`src/rtl/m2p_gray_counter_ifc.sv`:
```
// Method-to-pipe marshaller for GrayCounterIfc: method calls become 144-bit {tag, payload} messages in a FIFO.
// Optional macro M2P_SEQNUM_EN stamps an 8-bit sequence number into payload [127:120].
module m2p_gray_counter_ifc #(
  parameter int WIDTH = 4,
  parameter int DEPTH = 4
) (
  input  logic             CLK,
  input  logic             RST,
  input  logic             increment__ENA,
  output logic             increment__RDY,
  input  logic             decrement__ENA,
  output logic             decrement__RDY,
  input  logic             writeGray__ENA,
  input  logic [WIDTH-1:0] writeGray_v,
  output logic             writeGray__RDY,
  input  logic             writeBin__ENA,
  input  logic [WIDTH-1:0] writeBin_v,
  output logic             writeBin__RDY,
  output logic             pipe_enq__ENA,
  output logic [143:0]     pipe_enq_v,
  input  logic             pipe_enq__RDY,
  output logic [7:0]       drop_count
);

  localparam int PW = $clog2(DEPTH);
  localparam logic [PW:0] DEPTH_C = (PW + 1)'(DEPTH);

  logic [PW:0]   count_q, count_d;
  logic [PW-1:0] wr_ptr_q, rd_ptr_q;
  logic [143:0]  mem_q [DEPTH];
  logic [7:0]    drop_q;

  logic          rdy;
  logic          any_ena;
  logic          multi_ena;
  logic [2:0]    n_ena;
  logic          push;
  logic          pop;
  logic          drop_inc;
  logic [15:0]   tag;
  logic [127:0]  payload;

`ifdef M2P_SEQNUM_EN
  logic [7:0] seq_q;

  if (WIDTH > 120) begin : g_width_chk
    $error("WIDTH must be <= 120 when the sequence number occupies payload [127:120]");
  end
`endif

  // Readiness depends only on registered occupancy; a same-cycle pop never opens space.
  assign rdy = (count_q < DEPTH_C);

  always_comb begin
    n_ena     = {2'b00, increment__ENA} + {2'b00, decrement__ENA}
              + {2'b00, writeGray__ENA} + {2'b00, writeBin__ENA};
    any_ena   = (n_ena != 3'd0);
    multi_ena = (n_ena > 3'd1);
    push      = any_ena && rdy;
    pop       = (count_q != '0) && pipe_enq__RDY;
    drop_inc  = any_ena && (!rdy || multi_ena);
    tag       = 16'd0;
    payload   = '0;
    if (increment__ENA) begin
      tag = 16'd0;
    end else if (decrement__ENA) begin
      tag = 16'd1;
    end else if (writeGray__ENA) begin
      tag = 16'd3;
      payload[WIDTH-1:0] = writeGray_v;
    end else if (writeBin__ENA) begin
      tag = 16'd5;
      payload[WIDTH-1:0] = writeBin_v;
    end
`ifdef M2P_SEQNUM_EN
    payload[127:120] = seq_q;
`endif
    count_d = count_q;
    if (push && !pop) begin
      count_d = count_q + 1'b1;
    end else if (pop && !push) begin
      count_d = count_q - 1'b1;
    end
  end

  always_ff @(posedge CLK) begin
    if (RST) begin
      count_q  <= '0;
      wr_ptr_q <= '0;
      rd_ptr_q <= '0;
      drop_q   <= '0;
      for (int i = 0; i < DEPTH; i++) begin
        mem_q[i] <= '0;
      end
    end else begin
      if (push) begin
        mem_q[wr_ptr_q] <= {tag, payload};
        wr_ptr_q        <= wr_ptr_q + 1'b1;
      end
      if (pop) begin
        rd_ptr_q <= rd_ptr_q + 1'b1;
      end
      count_q <= count_d;
      if (drop_inc && (drop_q != 8'hFF)) begin
        drop_q <= drop_q + 8'd1;
      end
    end
  end

`ifdef M2P_SEQNUM_EN
  always_ff @(posedge CLK) begin
    if (RST) begin
      seq_q <= '0;
    end else if (push) begin
      seq_q <= seq_q + 8'd1;
    end
  end
`endif

  assign increment__RDY = rdy;
  assign decrement__RDY = rdy;
  assign writeGray__RDY = rdy;
  assign writeBin__RDY  = rdy;
  assign pipe_enq__ENA  = (count_q != '0);
  assign pipe_enq_v     = mem_q[rd_ptr_q];
  assign drop_count     = drop_q;

endmodule

```
`config.mk`:
```
export PLATFORM = sky130hd
export DESIGN_NAME = m2p_gray_counter_ifc
export DESIGN_NICKNAME = d
export VERILOG_FILES = /design/src/rtl/m2p_gray_counter_ifc.sv
export SDC_FILE = /design/constraint.sdc
export NUM_CORES = 1
export LEC_CHECK = 0
export CAP_MARGIN = 25
export CORE_MARGIN = 3
export CORE_UTILIZATION = 41
export CTS_BUF_LIST = sky130_fd_sc_hd__clkbuf_2 sky130_fd_sc_hd__clkbuf_4 sky130_fd_sc_hd__clkbuf_8
export CTS_CLUSTER_SIZE = 10
export DETAILED_ROUTE_END_ITERATION = 16
export PLACE_DENSITY_LB_ADDON = 0.15
export REMOVE_ABC_BUFFERS = 1
export SLEW_MARGIN = 20
export SYNTH_ARGS = -nofsm -noshare
export SYNTH_HDL_FRONTEND = slang
export SYNTH_SLANG_ARGS = --single-unit
```
`constraint.sdc`:
```
create_clock -name CLK -period 5.4 [get_ports CLK]
set_input_delay 1.62 -clock CLK [delete_from_list [all_inputs] [get_ports CLK]]
set_output_delay 1.62 -clock CLK [all_outputs]
set_load 0.02 [all_outputs]
```
## Word-level counts from Yosys, hierarchy flattened

Memory sizes are Yosys's and may differ from the RTL's. A register that Yosys moved wholly into a read port is not among the register bits.
Index checks and enable logic that the tools add are counted.

| word-level totals | value |
|---|---|
| memories | 1 |
| output and inout bits | 157 |
| register bits after elaboration | 15 |
| logic and storage cells | 50 |
| bits in writable memories | 28 |
| input port bits | 15 |

| operators by class | value |
|---|---|
| magnitude comparators | 2 |
| add/sub/neg operators | 8 |
| multiplexer cells | 20 |
| reduce and logical (&&, ||, !) cells | 14 |
| equality and inequality tests | 1 |

Memory list:

| name | depth | bits a word | read ports | clocked after Yosys merged registers in | write ports | RTL line | source |
|---|---|---|---|---|---|---|---|
| mem_q | 4 | 7 | 1 | 1 | 4 | 30 | `logic [143:0] mem_q [DEPTH];` |

Operator list:

| cell | count |
|---|---|
| $mux 3 | 6 |
| $mux 4 | 4 |
| $add 8x1->8 const B | 1 |
| $ne 8x8->1 const B | 1 |
| $mux 7 | 1 |
| $reduce_or 7->1 | 1 |
| $logic_and 1x1->1 | 6 |
| $mux 1 | 6 |
| $mux 2 | 3 |
| $reduce_bool 3->1 | 2 |
| $add 2x1->2 const B | 2 |
| $add 2x1->3 | 1 |
| $add 3x1->3 | 1 |
| $add 3x1->3 const B | 1 |
| $gt 3x1->1 const B | 1 |
| $logic_not 1->1 | 3 |
| $lt 3x3->1 const B | 1 |
| $sub 3x1->3 const B | 1 |
| $add 1x1->2 | 1 |
| $reduce_bool 2->1 | 1 |
| $logic_or 1x1->1 | 1 |

## Longest topological paths before layout

Gate-level depths: netlist of the first run.

| logic depth | value |
|---|---|
| word-level depth | 10 |
| gate-level depth with buffers | 14 |

## Worst setup path after synthesis of the first run

Ideal clock, no wire load.

| timing path | value |
|---|---|
| path kind | input port to flip-flop |
| start point | input increment__ENA |
| end point | register count_q[2] |
| arrival time | 4.192 ns |
| setup slack | 1.137 ns |
| stages on the path | 14 |
| path buffers | 0 |
| data required time | 5.329 ns |
| cell sequence | inv_1 -> fa_1 -> inv_1 -> ha_1 -> inv_1 -> ha_1 -> nor3_1 -> nor2_1 -> ha_1 -> inv_1 -> fa_1 -> xor2_1 -> or3_1 -> a21oi_1 |

| between the ends | value |
|---|---|
| word-level cells in the longest chain between the ends | 8 |
| elaborated cells on any way between the ends | 10 |
| classes of those cells | add/sub: 3; mux: 1; reduce/logical: 6 |

RTL lines:

| what | RTL line | source |
|---|---|---|
| start: declaration | 9 | `input logic increment__ENA,` |
| $add 1x1->2 * | 55 | `n_ena = {2'b00, increment__ENA} + {2'b00, decrement__ENA}` |
| $add 2x1->3 * | 56 | `+ {2'b00, writeGray__ENA} + {2'b00, writeBin__ENA};` |
| $add 3x1->3 * | 56 |  |
| $reduce_bool 3->1 * | 57 | `any_ena = (n_ena != 3'd0);` |
| $logic_and 1x1->1 * | 59 | `push = any_ena && rdy;` |
| net push | 37 | `logic push;` |
| $logic_not 1->1 | 81 | `end else if (pop && !push) begin` |
| $logic_and 1x1->1 | 81 |  |
| $reduce_bool 2->1 (no line) | -- |  |
| end signal: assignment | 103 | `count_q <= count_d;` |
| end: declaration | 28 | `logic [PW:0] count_q, count_d;` |

Mark *: on every way through the listed nets, which the timed path passes. The rest lies on a longest branch.
A chain may end at the register's enable or synchronous reset.

## Worst setup path after layout of the first run

Ends and elaborated chain as after synthesis.

==> metrics list, run 1 <==
* Layout cells sized above 1: 7.650%
- In this run the deepest clock path goes through 2 buffers.
- Global route hottest layer: met2
- Detailed-route via count: 1838
- Global-route wire length before repair: 8266 um
- Unique cell type count in the Yosys netlist: 39
- Based on the critical path, the design can be clocked at up to 216.7 MHz.
- Once detailed placement completed, the half-perimeter wirelength came to 4244 um.
* Grt ovf: 0
- Summing every instance area after synthesis gives 0.003251 mm2.
- Yosys mapped a number of flops with a built-in enable equal to 28.
- Routed length per placed instance: 12.00 um
* Clock tree root driver cell: sky130_fd_sc_hd__clkbuf_8
- Met3 Usage GRT: 2.920%
- Arrival @ worst endpoint: 4850 ps
* Clock transition time at the flip-flop clock pins of the worst setup and hold paths: 90 ps
* Via count of the first global-routing pass: 1744
* Pin count of the biggest net entering global routing: 28
* Number of instances in the synthesized netlist: 334
- Remaining routing DRC violations: 0
- Dividing total power by cell area gives a power density of 361.4 mW/mm2.
- The clock arrives with 8.159 ps of skew.
* Count of endpoints failing setup in the final report: 0
- The die covers 0.009033 mm2.
- 172 I/O pins were placed.
- Kind of launch point of the worst setup path: input port
- The number of hold-slack violations in the final timing report came to 0.
* Area growth from synthesis to layout: -0.5774%
- Post-CTS sizing: 0
- Kind of path behind the tightest hold check: reg2reg
- In this run the post-CTS setup repair buffer count came out at 0.
* Most common cell after layout, fill and taps aside: sky130_fd_sc_hd__conb_1
- Total number of clock tree sinks: 45
* R2R cell count: 8
* Number of nets still failing antenna checks after routing: 0
- Ratio of final minimum period to clock period: 85.47%
- The synthesized design spends more area on one cell type than any other, namely sky130_fd_sc_hd__buf_4.
- The critical path in this run is classified as in2reg.
- For this run, the share of the core covered by cells in the final layout is 43.17%.
- XOR/XNOR share of the synthesized area: 1.617%
* Post-synthesis sequential area ratio: 36.34%
- In this run, the number of DRC markers left after iteration 0 of detailed routing was 113.
- The synthesized netlist devotes 4.426% of its cell area to compound gates.
* Leakage Power: 0.001412 uW
* Number of antenna violations at the first check in global routing: 0
- The first detailed-routing pass took 4 iterations.
- The layout has 719 filler cells.
- Hold depth: 2
- The H-tree was split into 2 levels.
- The die is 95.04 um tall.
* Area share of the largest cell type after synthesis: 32.33%
- Of all nets on the critical path, the largest fanout is 4.
- Register bit count reported by yosys: 45
- Clock insertion delay at the later pin of the skew report: 300 ps
- The number of hold buffers added after CTS was 0.
* Unrepaired setup endpoints after global routing: false
* Number of buffers added by the clock tree synthesis step: 5
- The core region is 0.007486 mm2.
- The total count of max-transition violations in the final report came to 0.
- Worst Tran Pin Value: 606.2 ps
- Main combinational cell family by area after synthesis: buffers and inverters
- Global routing met1 resource utilization: 13.81%
* Headroom to the max-slew limit: 59.24%
* Clock tree from TritonCTS: yes
* Commonest cells after routing, fill and taps aside: 137 x sky130_fd_sc_hd__conb_1, 35 x sky130_fd_sc_hd__nor2_1, 34 x sky130_fd_sc_hd__clkdlybuf4s50_1, 28 x sky130_fd_sc_hd__edfxtp_1, 17 x sky130_fd_sc_hd__dfxtp_1
- Share of synthesized cell area in full adder, half adder and majority cells: 3.541%
* Wire length reported by the detailed router: 5578 um
* Horizontal extent of the die: 95.04 um
* Site Rows: 31
- Most area-consuming cells after synthesis: sky130_fd_sc_hd__buf_4 32%, sky130_fd_sc_hd__edfxtp_1 26%, sky130_fd_sc_hd__dfxtp_1 10%, sky130_fd_sc_hd__mux4_2 4.8%, sky130_fd_sc_hd__nor2_1 4.0%
- Mux share of post-synthesis cell area: 6.813%
- Counting I/O delays and the setup requirement, the final critical path takes 4615 ps.
- Quantity of I/O buffers inserted on ports: 34
- Post-Synth Simple-Gate Area: 12.09%
- Gpl congestion: 0.7854
* Global routing usage summed across all routing layers: 11.90%
- Effective utilization at floorplan: 43.42%
* Post-layout net count: 388
- Across the VDD grid, the largest voltage drop is 0.0001203 V.
* Max-cap violations: 0
- In the synthesized netlist the dominant register cell turns out to be sky130_fd_sc_hd__edfxtp_1.
* Warning count from the yosys run: 0
- Post-Route Setup TNS: 0 ps
- STA classifies the critical path endpoint as a flop.
- Synthesized area divided by synthesized cell count: 9.732 um2
- Share of async-settable or async-resettable flops after synthesis: 0%
- The flow ran to the end, and the final reports show no timing, DRC or antenna violations.
- For the worst setup path, the data required time is 5630 ps.
- Antenna fix cells: 0
- GR Util met2: 21.55%
* Via count normalized by instance count: 3.953
==> layout make-up <==
cell class / instances / area [um2] / area share, %
multi-input combinational: 266 / 1440 / 44.56
sequential: 45 / 1181 / 36.55
timing repair buffer: 36 / 355.3 / 10.99
tap: 99 / 123.9 / 3.833
clock buffer: 5 / 68.82 / 2.129
inverter: 11 / 41.29 / 1.278
clock inverter: 3 / 21.27 / 0.6581
==> path summary, 6_finish.rpt <==
check                             start                          to  slack, ps
max                      increment__ENA     count_q[2]$_SDFFE_PP0P_        780
min          drop_count[7]$_SDFFE_PP0P_  drop_count[7]$_SDFFE_PP0P_        530
max reg2reg     count_q[0]$_SDFFE_PP0P_     count_q[2]$_SDFFE_PP0P_       3240
min reg2reg  drop_count[7]$_SDFFE_PP0P_  drop_count[7]$_SDFFE_PP0P_        530
==> power breakdown <==
group          switching (uW)  internal [uW]
sequential               54.5            434
clock                     122           92.0
combinational             282            183
total                     459            709
==> cells in the mapped netlist (all sizes together) (4+ instances only) <==
cell type,n
buf,146
nor2,42
edfxtp,28
dfxtp,17
nand2,12
inv,11
mux4,7
ha,6
a21oi,5
or3,5
a22o,4
nor2b,4
nor3,4
xor2,4
==> sequential cells by signal, indices dropped and copies added, names as in the netlist, named ones only <==
register / flops
wr_ptr_q: 2
mem_q: 28
rd_ptr_q: 2
drop_count: 8
count_q: 3
==> cell families after synthesis <==
| logic type | after synthesis |
|---|---|
| buffers and inverters | 159 |
| AOI/OAI and AO/OA | 21 |
| DFF | 45 |
| muxes | 13 |
| and+or+nand+nor | 81 |
| other | 1 |
| xor gates and xnor gates | 6 |
| adders and majority gates | 8 |
==> layer usage <==
metal	vias to the layer above	share of wire [%]	wire, um
met2	82	53	2954
met1	862	39	2151
met4	0	1.0	57
met3	7	7.4	414
met5	-	0	0
li1	887	-	-
==> per-stage QoR <==
| stage | setup WS [ps] | instances | cell area (um2) | hold WS (ps) | power [uW] |
|---|---|---|---|---|---|
| 3_5_place_dp | 464.2 | 457 | 3142 | 510.4 | 963.6 |
| 5_1_grt | 549.4 | 465 | 3232 | 560.1 | 1242 |
| 4_1_cts | 756.9 | 465 | 3232 | 527.9 | 1178 |
| 6_report | 784.6 | 465 | 3232 | 533.6 | 1168 |
| 3_3_place_gp | 509.0 | 457 | 3142 | 506.4 | 959.7 |
| 2_1_floorplan | 1138 | 322 | 2663 | 484.7 | 810.2 |
==> worst max-delay path, cell delays in order <==
cell                              delay [ps]
sky130_fd_sc_hd__clkdlybuf4s50_1         480
sky130_fd_sc_hd__inv_1                    80
sky130_fd_sc_hd__fa_1                    490
sky130_fd_sc_hd__inv_1                    70
sky130_fd_sc_hd__ha_1                    170
sky130_fd_sc_hd__inv_1                    70
sky130_fd_sc_hd__ha_1                    300
sky130_fd_sc_hd__nor3_1                   80
sky130_fd_sc_hd__nor2_1                  240
sky130_fd_sc_hd__ha_1                    240
sky130_fd_sc_hd__inv_1                    60
sky130_fd_sc_hd__fa_1                    370
sky130_fd_sc_hd__xor2_1                  160
sky130_fd_sc_hd__or3_1                   300
sky130_fd_sc_hd__a21oi_1                 130
Power figures use the tool's default switching activity.
==> run 2: changes to the inputs <==
--- a/config.mk
+++ b/config.mk
@@ -7,7 +7,7 @@
 export LEC_CHECK = 0
 export CAP_MARGIN = 25
 export CORE_MARGIN = 3
-export CORE_UTILIZATION = 41
+export CORE_UTILIZATION = 40
 export CTS_BUF_LIST = sky130_fd_sc_hd__clkbuf_2 sky130_fd_sc_hd__clkbuf_4 sky130_fd_sc_hd__clkbuf_8
 export CTS_CLUSTER_SIZE = 10
 export DETAILED_ROUTE_END_ITERATION = 16
==> run 2 against run 1 <==
Critical endpoint unchanged; clock skew down 3.2 ps; core utilization fell by 1.2 points; first-iteration DRC count down 29%; largest power group unchanged; highest routed layer is now met3.
==> metrics list, run 2 (same netlist as run 1, synthesis figures left out) <==
* Status: finished, final reports clean (unchanged)
* Number of nets still failing antenna checks after routing: 0 (unchanged)
- Arrival @ worst endpoint: 4920 ps (was 4850 ps)
- Largest clock skew in the final design: 4.968 ps (was 8.159 ps)
* Clock tree root driver cell: sky130_fd_sc_hd__clkbuf_8 (unchanged)
- Critical path required time: 5630 ps (about the same)
* Gpl congestion: 0.7906 (was 0.7854)
- Post-CTS sizing: 0 (unchanged)
- The combined area of the multi-input logic cells came to 0.001440 mm2 (unchanged).
- The area of the die is 0.009244 mm2 (was 0.009033 mm2).
- The clock period minus final worst setup slack is 4691 ps (was 4615 ps).
* Global-route wire length before repair: 8121 um (was 8266 um)
- The number of buffers inserted by post-CTS setup repair is 0 (unchanged).
- The area of all placed cells without fillers is 0.003273 mm2 (was 0.003232 mm2).
- The I/O pin count was 172 (unchanged).
- Kind of path behind the tightest hold check: reg2reg (unchanged)
- Antenna fix cells: 0 (unchanged)
- Clock tree from TritonCTS: yes (unchanged)
- The clock latency at the later pin of the worst-skew pair was 290 ps (was 300 ps).
- RR Startpoint: count_q[0]$_SDFFE_PP0P_ (unchanged)
* Grt ovf: 0 (unchanged)
- Routed length per placed instance: 12.08 um (was 12.00 um)
* Total number of clock tree sinks: 45 (unchanged)
- Maximum number of buffers from clock root to sink: 2 (unchanged)
- Horizontal extent of the die: 96.15 um (was 95.04 um)
- Tightest hold margin: 541.6 ps (was 533.6 ps)
- The launch instance of the worst min-delay path is rd_ptr_q[0]$_SDFFE_PP0P_ (was drop_count[7]$_SDFFE_PP0P_).
- The critical path launch point is decrement__ENA (was increment__ENA).
- Detailed Routing Iterations Pass 1: 4 (unchanged)
- The critical path launch point type is an input port (unchanged).
- Effective utilization at floorplan: 41.63% (was 43.42%)
- Dpl hpwl: 4220 um (was 4244 um)
* Number of levels in the clock H-tree: 2 (unchanged)
- Via count normalized by instance count: 3.883 (was 3.953)
- Maximum fanout count along the critical path: 6 (was 4)
- Via count of the first global-routing pass: 1665 (was 1744)
* Hold depth: 2 (unchanged)
- Starting DRT DRC Count: 80 (was 113)
- Site Rows: 32 (was 31)
* Number of filler cells placed in the layout: 778 (was 719)
* Ratio of final minimum period to clock period: 86.87% (was 85.47%)
- The fmax is 213.2 MHz (was 216.7 MHz).
- The element type at the critical path end was a flop (unchanged).
* Wire length reported by the detailed router: 5665 um (was 5578 um)
- The measured slew at the worst slew-check pin was 586.0 ps (was 606.2 ps).
- The pin count of the biggest net entering global routing is 26 (was 28).
- The floorplan core area was 0.007807 mm2 (was 0.007486 mm2).
- The flip-flop count of the largest register after layout is 28 (unchanged).
* Number of hold buffers added after cts: 0 (unchanged)
- The clock buffer count from CTS was 5 (unchanged).
* Area growth from synthesis to layout: 0.6929% (was -0.5774%)
- Unrepaired setup endpoints after global routing: false (unchanged)
* Max-cap violations: 0 (unchanged)
- The vertical extent of the die came to 96.15 um (was 95.04 um).
* Total cell area at the placement stage: 0.003153 mm2 (was 0.003142 mm2)
- The post-route DRC violation count is 0 (unchanged).
- The total global routing track utilization is 11.59% (was 11.90%).
* Leakage Power: 0.001430 uW (was 0.001412 uW)
- Post-layout net count: 389 (was 388)
* Biggest register: mem_q (unchanged)
- The number of vias in the routed layout came to 1821 (was 1838).
- Headroom to the max-slew limit: 60.60% (was 59.24%)
- The most common library cell in the layout ignoring fill and taps is sky130_fd_sc_hd__conb_1 (unchanged).
* Count of endpoints failing setup in the final report: 0 (unchanged)
- The setup total negative slack came to 0 ps (unchanged).
- The clock input transition at the sequential cells of the worst setup and hold paths was 90 ps (about the same).
* Storage element area: 0.001181 mm2 (unchanged)
* Critical path class: in2reg (unchanged)
* Number of antenna violations at the first check in global routing: 0 (unchanged)
* Layout cells sized above 1: 7.902% (was 7.650%)
- Commonest cells after routing, fill and taps aside: 137 x sky130_fd_sc_hd__conb_1, 35 x sky130_fd_sc_hd__nor2_1, 34 x sky130_fd_sc_hd__clkdlybuf4s50_1, 28 x sky130_fd_sc_hd__edfxtp_1, 17 x sky130_fd_sc_hd__dfxtp_1 (unchanged).
* Final hold violation count: 0 (unchanged)
- Worst-case vdd ir drop: 0.0001974 V (was 0.0001203 V)
- The total power per unit cell area came to 373.8 mW/mm2 (was 361.4 mW/mm2).
* Quantity of I/O buffers inserted on ports: 34 (unchanged)
- The total count of max-transition violations in the final report was 0 (unchanged).
- R2R cell count: 8 (unchanged)
## run 2: changes by cell type in the layout (fill, tap and decap cells not counted)
cell                        delta
sky130_fd_sc_hd__buf_4         +1
sky130_fd_sc_hd__bufinv_16     +1
sky130_fd_sc_hd__clkbuf_8      +1
sky130_fd_sc_hd__clkinv_2      -1
sky130_fd_sc_hd__inv_6         -1
## run 2: power breakdown
| group | internal, uW | total, uW | switching (uW) |
|---|---|---|---|
| registers | 434 | 486 | 52.8 |
| logic | 184 | 469 | 285 |
| clock network | 151 | 268 | 117 |
## run 2: metrics by stage
| stage | cells | utilization (%) | setup WS (ps) | power, uW |
|---|---|---|---|---|
| floorplan | 322 | - | 1138 | 810.2 |
| global placement | 461 | 40.38 | 486.4 | 963.9 |
| detailed placement | 461 | 40.38 | 388.2 | 966.0 |
| CTS | 469 | 41.92 | 700.1 | 1235 |
| global route | 469 | 41.92 | 486.8 | 1302 |
| finish | 469 | 41.92 | 709.3 | 1223 |
## run 2: routing by layer
metal  global-route usage (%)  up-vias  part of all wire (%)
li1                         -      891                     -
met1                    15.11      848                    41
met2                    19.72       82                    52
met3                    2.424        0                   7.8
met4                    2.488        0                     0
met5                        0        -                     0
## run 2: worst max-delay path: stages
cell                              delay, ps
sky130_fd_sc_hd__clkdlybuf4s50_1        500
sky130_fd_sc_hd__inv_1                   70
sky130_fd_sc_hd__fa_1                   440
sky130_fd_sc_hd__inv_1                   80
sky130_fd_sc_hd__ha_1                   170
sky130_fd_sc_hd__inv_1                   70
sky130_fd_sc_hd__ha_1                   300
sky130_fd_sc_hd__nor3_1                  50
sky130_fd_sc_hd__buf_4                  140
sky130_fd_sc_hd__nor2_1                 210
sky130_fd_sc_hd__ha_1                   230
sky130_fd_sc_hd__inv_1                   60
sky130_fd_sc_hd__fa_1                   370
sky130_fd_sc_hd__xor2_1                 160
sky130_fd_sc_hd__or3_1                  300
sky130_fd_sc_hd__a21oi_1                140
## run 2: path summary, 6_finish.rpt
check	end	slack, ps
worst max-delay path	count_q[2]$_SDFFE_PP0P_	710
worst min-delay path	flop	540
worst max register to register	count_q[2]$_SDFFE_PP0P_	3200
worst min register to register	flop	540
## run 2: area by class of cell
cell class | count | share of cell area (%)
clock buffers | 6 | 2.523
clock inverters | 2 | 1.147
inverters | 11 | 1.261
multi-input cells | 266 | 44.00
flip-flops and latches | 45 | 36.09
well taps | 102 | 3.899
repair buffers | 37 | 11.09
